## src/rtl/uart_tx_arbiter.sv

```systemverilog
// Round-robin arbiter that shares one uart_tx between NUM_REQ byte requesters.
// Latency: accept in IDLE at cycle N, uart_start from N+1, frame_done one cycle after busy is seen low.
// Backpressure: req_ready is only given in IDLE with uart_busy low; optional UART_ARB_LOCK_EN adds req_lock.
module uart_tx_arbiter #(
    parameter int NUM_REQ = 4,
    parameter int IDW     = 2
) (
    input  logic                   clk,
    input  logic                   rst,
    input  logic [NUM_REQ-1:0]     req_valid,
    input  logic [8*NUM_REQ-1:0]   req_data,
`ifdef UART_ARB_LOCK_EN
    input  logic [NUM_REQ-1:0]     req_lock,
`endif
    output logic [NUM_REQ-1:0]     req_ready,
    output logic                   uart_start,
    output logic [7:0]             uart_data,
    input  logic                   uart_busy,
    output logic [IDW-1:0]         grant_id,
    output logic                   arb_active,
    output logic                   frame_done
);

    localparam logic [1:0] S_IDLE      = 2'd0;
    localparam logic [1:0] S_START     = 2'd1;
    localparam logic [1:0] S_WAIT_DONE = 2'd2;
    localparam logic [1:0] S_DONE      = 2'd3;

    logic [1:0]     state_q, state_d;
    logic [IDW-1:0] rr_ptr_q, rr_ptr_d;
    logic [IDW-1:0] grant_id_q, grant_id_d;
    logic [7:0]     uart_data_q, uart_data_d;

    logic           win_found;
    logic [IDW-1:0] win_idx;
    logic [IDW-1:0] cand;
    logic           lock_hit;
    logic [7:0]     win_data;
    logic           grant_now;

    // (base + off) modulo NUM_REQ, for off < NUM_REQ.
    function automatic logic [IDW-1:0] wrap_add(input logic [IDW-1:0] base, input int off);
        int s;
        s = int'(base) + off;
        if (s >= NUM_REQ) begin
            s = s - NUM_REQ;
        end
        return s[IDW-1:0];
    endfunction

    // Pick the winner: lowest offset from rr_ptr wins; a locked previous owner overrides.
    always_comb begin
        win_found = 1'b0;
        win_idx   = '0;
        cand      = '0;
        lock_hit  = 1'b0;
        for (int k = NUM_REQ - 1; k >= 0; k--) begin
            cand = wrap_add(rr_ptr_q, k);
            if (req_valid[cand]) begin
                win_found = 1'b1;
                win_idx   = cand;
            end
        end
`ifdef UART_ARB_LOCK_EN
        if (req_lock[grant_id_q] && req_valid[grant_id_q]) begin
            win_found = 1'b1;
            win_idx   = grant_id_q;
            lock_hit  = 1'b1;
        end
`endif
    end

    // Mux out the winner's byte.
    always_comb begin
        win_data = 8'h00;
        for (int i = 0; i < NUM_REQ; i++) begin
            if (win_idx == IDW'(i)) begin
                win_data = req_data[8*i +: 8];
            end
        end
    end

    // Handshake: only in IDLE, only when the transmitter is free, never while in reset.
    always_comb begin
        grant_now = (state_q == S_IDLE) && win_found && !uart_busy && !rst;
        req_ready = grant_now ? (NUM_REQ'(1) << win_idx) : '0;
    end

    // Frame sequencing: launch, wait for busy to fall, report completion.
    always_comb begin
        state_d     = state_q;
        rr_ptr_d    = rr_ptr_q;
        grant_id_d  = grant_id_q;
        uart_data_d = uart_data_q;
        case (state_q)
            S_IDLE: begin
                if (grant_now) begin
                    uart_data_d = win_data;
                    grant_id_d  = win_idx;
                    rr_ptr_d    = lock_hit ? rr_ptr_q : wrap_add(win_idx, 1);
                    state_d     = S_START;
                end
            end
            S_START: begin
                // uart_tx ignores start once busy, so one overlapping cycle is harmless.
                if (uart_busy) begin
                    state_d = S_WAIT_DONE;
                end
            end
            S_WAIT_DONE: begin
                // Busy falling marks completion; tx_done is sticky and unusable here.
                if (!uart_busy) begin
                    state_d = S_DONE;
                end
            end
            S_DONE: begin
                state_d = S_IDLE;
            end
            default: begin
                state_d = S_IDLE;
            end
        endcase
    end

    // State registers with synchronous reset; reset abandons any frame in flight.
    always_ff @(posedge clk) begin
        if (rst) begin
            state_q     <= S_IDLE;
            rr_ptr_q    <= '0;
            grant_id_q  <= '0;
            uart_data_q <= 8'h00;
        end else begin
            state_q     <= state_d;
            rr_ptr_q    <= rr_ptr_d;
            grant_id_q  <= grant_id_d;
            uart_data_q <= uart_data_d;
        end
    end

    assign uart_start = (state_q == S_START);
    assign uart_data  = uart_data_q;
    assign grant_id   = grant_id_q;
    assign arb_active = (state_q != S_IDLE);
    assign frame_done = (state_q == S_DONE);

endmodule

```

## config.mk

```make
export PLATFORM = sky130hd
export DESIGN_NAME = uart_tx_arbiter
export DESIGN_NICKNAME = d
export VERILOG_FILES = /design/src/rtl/uart_tx_arbiter.sv
export SDC_FILE = /design/constraint.sdc
export NUM_CORES = 1
export LEC_CHECK = 0
export CAP_MARGIN = 5
export CORE_MARGIN = 1.5
export CORE_UTILIZATION = 40
export DETAILED_ROUTE_END_ITERATION = 10
export PLACE_DENSITY_LB_ADDON = 0.1
export SYNTH_ARGS = -nofsm -noshare
export SYNTH_HDL_FRONTEND = slang
export SYNTH_SLANG_ARGS = --single-unit
```

## constraint.sdc

```tcl
create_clock -name clk -period 3 [get_ports clk]
set_input_delay 0.3 -clock clk [delete_from_list [all_inputs] [get_ports clk]]
set_output_delay 0.3 -clock clk [all_outputs]
set_load 0.1 [all_outputs]
```

==> metrics.md, run 1 <==
| Metric | Value |
|---|---|
| Tightest Hold Check Type | reg -> reg |
| Number of global-route vias before repair | 1141 |
| H-tree depth | 1 |
| Crit start category | input port |
| CTS tree | built |
| VDD IR-drop max | 1117 uV |
| Max clock buf depth | 2 |
| Hold depth | 2 |
| Final Hold Vio Count | 0 |
| DR iter-0 viols | 62 |
| Pin count of the biggest net entering global routing | 18 |
| Initial Util | 41.65% |
| Antenna violations before repair | 0 |
| Share of layout cells above drive strength 1 | 17.30% |
| Hold Path Origin | grant_id[0] |
| Max Cap Violations | 0 |
| Global-route wire length before repair | 5009 um |
| WHS Endpoint | grant_id[0] |
| Port buffer count | 55 |
| Post-DP HPWL | 2409 um |
| Routed Antenna Nets | 0 |
| Crit Path Category | in -> out |
| Number of vias per cell | 5.468 |
| Slew @ Worst Pin | 0.9749 ns |
| # IOs | 56 |
| Final wirelength | 3101 um |
| Required @ worst endpoint | 2.70 ns |
| RSZ-0062 raised after global routing | no |
| Post-Syn Area | 0.001139 mm2 |
| Final instance area | 0.001754 mm2 |
| Resize count post-CTS | 0 |
| Final setup fails | 0 |
| Hold_buf cts | 0 |
| Area of the multi-input gates | 748.2 um2 |
| CTS sink cnt | 14 |
| GP Congestion | 0.7913 |
| Pleak | 0.7072 nW |
| Worst skew pair latency | 0.29 ns |
| Gr ovfl total | 0 |
| Number of buffers created by CTS | 3 |
| Commonest cells after routing, fill and taps aside | clkdlybuf4s50_1 (45), a21oi_1 (18), inv_1 (14), dfxtp_1 (14), nand2_1 (13) |
| Worst reg-to-reg path cell count | 7 |
| Final worst path period share | 92.17% |
| Yosys warnings | 0 |
| Hold WS | 0.4885 ns |
| Die area | 0.003175 mm2 |
| Clock skew | 0.006956 ns |
| FMAX | 361.6 MHz |
| Post-place setup slack | 0.2570 ns |
| Postcts setup bufs | 0 |
| Slew Viols, Final | 0 |
| Worst reg2reg path endpoint | uart_data[5] |
| Area grow syn2layout | 54.07% |
| Power density cells | 748.8 mW/mm2 |
| # fillers | 229 |
| Clock transition at path regs | 0.09 ns |
| Via Count | 1181 |
| Die X | 56.35 um |
| Synth cell types | 33 |
| Synthesized area per cell | 8.497 um2 |
| Synth Net Count | 182 |
| Flops & latches, synth | 14 |
| Sequential cell area fraction in the yosys report | 24.62% |
| Drt wl/cell | 14.36 um |
| Post-Syn Instances | 134 |
| CP max FO | 17 |
| DR DRC count | 0 |
| Total Power | 1.313 mW |
| Core Rows | 19 |
| Crit. Startpoint | req_valid[1] |
| Total negative slack | 0 ns |
| Most common cell after layout, fill and taps aside | clkdlybuf4s50_1 |
| Diodes inserted | 0 |
| Storage element area | 280.3 um2 |
| Nets | 234 |
| Reg-to-Reg Start | rr_ptr_q[1] |
| Root Driver | clkbuf_4 |
| Post-place instance area | 0.001718 mm2 |
| Final WS setup | 0.2348 ns |
| Outcome | finished clean |
| Die H | 56.35 um |
| FF-to-FF setup slack | 0.65 ns |
| Slew headroom | 34.80% |
| Crit end category | output port |
| Crit path DAT | 2.47 ns |
| GRT Overall Usage | 19.73% |
| Post-layout minimum cycle time | 2.765 ns |
| CORE AREA | 0.002734 mm2 |
| Number of iterations in the first detailed-routing pass | 4 |
layer usage:
metal | vias up | global-route usage (%) | wire length (um)
met5 | - | 0 | 0
met4 | 0 | 7.143 | 54
met3 | 5 | 2.995 | 165
met2 | 40 | 37.31 | 1572
met1 | 543 | 22.00 | 1309
li1 | 593 | - | -
through the flow:
stage                     utilization, %  cells
after floorplan                        -    134
after global placement             62.84    212
after detailed placement           62.84    212
after CTS                          64.16    216
after global routing               64.16    216
final                              64.16    216
synth_stat cells:
cell	n	area share, %
a21oi_1	18	7.9
dfxtp_1	14	25
inv_1	14	4.6
nand2_1	13	4.3
ha_1	9	9.9
a221o_1	8	7.0
a311oi_2	8	11
nand3b_1	8	5.3
clkbuf_1	6	2.0
and3_1	4	2.2
mux2i_1	4	3.5
and2_1	2	1.1
buf_1	2	0.66
buf_6	2	2.0
nand2b_1	2	1.1
nor2_1	2	0.66
o22ai_1	2	1.1
a211oi_2	1	1.1
a21boi_0	1	0.66
a22oi_1	1	0.66
a31o_2	1	0.77
and2_4	1	0.77
buf_2	1	0.44
nor2b_1	1	0.55
nor3_1	1	0.44
nor3b_2	1	1.1
o211ai_1	1	0.66
o21ai_0	1	0.44
o21bai_1	1	0.66
o221a_2	1	0.99
o221ai_1	1	0.77
or2_2	1	0.55
or4_4	1	0.99
flip-flops by register name, summed over array words and instances, names as in the netlist:
register and cells:
grant_id 2, rr_ptr_q 2, uart_data 8, state_q 2
cell families after synthesis:
logic type | after synthesis | share of synthesized area [%]
compound gates | 45 | 33.30
fa+ha+maj | 9 | 9.890
buf+inv | 25 | 9.670
flops | 14 | 24.62
mux | 4 | 3.517
simple gates | 37 | 19.01
power breakdown:
part	internal, mW	switching, mW
Clock	0.0739	0.0665
Combinational	0.301	0.608
Sequential	0.229	0.0348
worst max-delay path by stage:
stage / slack (ns) / end / cells past startpoint
5_1_grt: 0.09 / req_ready[2] / 7
6_report: 0.23 / req_ready[2] / 7
3_3_place_gp: 0.34 / req_ready[2] / 7
3_5_place_dp: 0.26 / uart_data[5] / 8
4_1_cts: 0.26 / req_ready[2] / 7
2_1_floorplan: 0.40 / req_ready[3] / 7
cell type report:
class	instances	area share, %
multi-input combinational	95	42.65
clock buffer	4	2.068
tap	31	2.211
timing repair buffer	58	34.09
inverter	14	2.996
sequential	14	15.98
worst max-delay path, cell delays in order:
cell             delay [ns]
clkdlybuf4s50_1        0.45
nand2b_1               0.18
o221ai_1               0.29
and2_1                 0.23
ha_1                   0.53
and3_1                 0.30
buf_12                 0.18
Power figures use the tool's default switching activity.
==> run 2, diff against run 1 <==
Settings changed: TNS_END_PERCENT set to 5.
==> results of run 2 <==
No change in the layout: final DEF, timing and power equal those of run 1.
==> run 3, diff against run 2 <==
Settings changed: CORE_UTILIZATION 40 to 36.
Clock period 3 ns to 2.3 ns, I/O delays scaled along.
==> run 3 against run 2 <==
  * Sequential cell count is the same
  * Clock power grew 26%
  * Critical path depth grew 1
  * Via count grew 2.6%
  * Critical endpoint is now req_ready[3]
  * Register-to-register slack lost 0.39 ns
  * Sequential power grew 32%
  * Worst setup slack lost 0.13 ns
  * Global-route usage shrank 0.52 points
  * Total power grew 36%
  * Cell count grew 10%
  * Sequential share of layout area shrank 1.0 points
  * Combinational power grew 39%
==> metrics.md, run 3 (synthesized netlist as in run 1, its figures left out) <==
| Metric | Value |
|---|---|
| Outcome | finished clean |
| Die H | 59.24 um (+5.1%) |
| Slew @ Worst Pin | 0.3044 ns (-0.6705 ns) |
| Metal3 WL | 122 um (-26%) |
| Tightest Hold Check Type | reg -> reg |
| Metal-1 WL | 1466 um (+12%) |
| Global-route wire length before repair | 5230 um (+4.4%) |
| Placed Instances | 233 (+9.9%) |
| Slowest-stage cell, CP | dfxtp_4 |
| CTS sink cnt | 14 (unchanged) |
| Number of vias per cell | 5.092 (-6.9%) |
| Net Sw Frac | 53.00% (-1.0 points) |
| Non-filler cells in the finished layout | 238 (+10%) |
| Clock skew | 0.001926 ns (-0.005030 ns) |
| Routed Antenna Nets | 0 (unchanged) |
| DR iter-0 viols | 26 (-58%) |
| Drt wl/cell | 13.76 um (-4.1%) |
| Max Cap Violations | 0 (unchanged) |
| Slew Viols, Final | 0 (unchanged) |
| GRT Overall Usage | 19.22% (-0.52 points) |
| Final Util | 62.89% (-1.3 points) |
| Gr ovfl total | 0 (unchanged) |
| Hold_buf cts | 0 (unchanged) |
| Nets | 243 (+3.8%) |
| Psw | 0.9487 mW (+34%) |
| Area grow syn2layout | 67.25% |
| Internal | 0.8414 mW (+39%) |
| Worst reg-to-reg path cell count | 7 (unchanged) |
| Critical path cell sequence | and2_1 -> o221ai_2 -> and2_4 -> buf_4 -> ha_2 -> buf_6 -> and3_2 -> buf_12 |
| CORE AREA | 0.003028 mm2 (+11%) |
| Pleak | 0.8071 nW (+14%) |
| Final Hold Vio Count | 0 (unchanged) |
| Top layer in use | met4 |
| DR DRC count | 0 (unchanged) |
| Crit path largest cell delay | 0.38 ns (-0.15 ns) |
| Commonest cells after routing, fill and taps aside | clkdlybuf4s50_1 (35), buf_4 (24), a21oi_1 (18) |
| Number of global-route vias before repair | 1165 (+2.1%) |
| Clock transition at path regs | 0.08 ns (about the same) |
| GP Congestion | 0.7774 (-1.8%) |
| Initial Util | 37.60% (-4.0 points) |
| Crit end category | output port |
| Post-DP HPWL | 2465 um (+2.3%) |
| Largest register FFs | 8 (unchanged) |
| Sequential power share | 19.5% (-0.6 points) |
| VDD IR-drop max | 310.6 uV (-72%) |
| Hold WS | 0.4898 ns (+0.001327 ns) |
| CTS tree | built |
| Number of iterations in the first detailed-routing pass | 4 (unchanged) |
| Worst skew pair latency | 0.27 ns (-0.02 ns) |
| Post-layout minimum cycle time | 2.193 ns |
| RSZ-0062 raised after global routing | yes |
| Crit Path Category | reg -> out |
| Slew headroom | 79.71% (+45 points) |
| H-tree depth | 1 (unchanged) |
| Power density cells | 940.0 mW/mm2 (+26%) |
| Port buffer count | 55 (unchanged) |
| Required @ worst endpoint | 2.07 ns (-0.63 ns) |
| Max clock buf depth | 2 (unchanged) |
| CP max FO | 6 (-11) |
| FMAX | 456.1 MHz |
| Clock network power share | 9.9% (-0.8 points) |
| Most common cell after layout, fill and taps aside | clkdlybuf4s50_1 |
| # IOs | 56 (unchanged) |
| Hold depth | 2 (unchanged) |
| Final worst path period share | 95.33% |
| Number of buffers created by CTS | 3 (unchanged) |
| Share of layout cells above drive strength 1 | 31.96% (+15 points) |
| Met2 WL | 1663 um (+5.8%) |
| Final setup fails | 0 (unchanged) |
| Die X | 59.24 um (+5.1%) |
| Crit path DAT | 1.96 ns (-0.51 ns) |
| Root Driver | clkbuf_4 |
| Logic pwr share | 70.6% (+1.4 points) |
| Final wirelength | 3276 um (+5.6%) |
| Core Rows | 20 (+1) |
| Pin count of the biggest net entering global routing | 18 (unchanged) |
| Crit start category | register |
| Antenna violations before repair | 0 (unchanged) |
| Via Count | 1212 (+2.6%) |
| Die area | 0.003509 mm2 (+11%) |
| Diodes inserted | 0 (unchanged) |
-- run 3: cell count changes in the layout (fill, tap and decap cells not counted), sizes merged --
cell           previous run  this run
dlymetal6s2s              0         3
clkdlybuf4s50            45        35
buf                      13        29
-- run 3: power groups by stage --
stage | logic (mW) | clock network, mW | registers [mW]
finish | 1.26 | 0.176 | 0.349
global route | 1.33 | 0.203 | 0.357
CTS | 1.24 | 0.184 | 0.347
detailed placement | 1.22 | 0 | 0.350
global placement | 1.19 | 0 | 0.347
floorplan | 0.673 | 0 | 0.577
-- run 3: per-layer routing --
metal | vias to the layer above | global-route usage, %
li1 | 609 | -
met1 | 564 | 24.23
met2 | 37 | 33.44
met3 | 2 | 2.402
met4 | 0 | 6.494
met5 | - | 0
-- run 3: timing repair --
item,CTS,global route
endpoints found under the hold margin,0,0
resized for setup,6,16
endpoints found under the setup margin,12,7
setup buffers,0,1
pin swaps,0,2
-- run 3: area by class of cell --
| class | instances | area (um2) |
|---|---|---|
| fillers | 253 | 1124 |
| well taps | 44 | 55.05 |
| multi-input cells | 95 | 815.8 |
| clock buffers | 4 | 36.28 |
| repair buffers | 67 | 659.4 |
| inverters | 14 | 52.55 |
| flip-flops and latches | 14 | 285.3 |
-- run 3: worst paths after layout --
kind / startpoint / to / slack [ns]
max reg2reg: rr_ptr_q[1] / uart_data[1] / 0.26
max: rr_ptr_q[1] / req_ready[3] / 0.11
min: grant_id[0] / grant_id[0] / 0.49
min reg2reg: grant_id[0] / grant_id[0] / 0.49
-- run 3: stage by stage --
stage,area (um2),total power [mW],setup WS (ns),setup TNS [ns]
final,1904,1.790,0.1074,0
after global routing,1904,1.892,0.002660,0
after CTS,1839,1.767,-0.06446,-0.08938
after detailed placement,1778,1.568,-0.3447,-2.943
after global placement,1778,1.537,-0.2226,-1.912
after floorplan,1140,1.249,-0.1633,-0.2200
-- run 3: worst max-delay path, delay by kind of cell (launching register included) --
family | cells | cell delay [ns]
compound gates | 1 | 0.20
fa+ha+maj | 1 | 0.17
buf+inv | 3 | 0.39
flops | 1 | 0.38
simple gates | 3 | 0.54
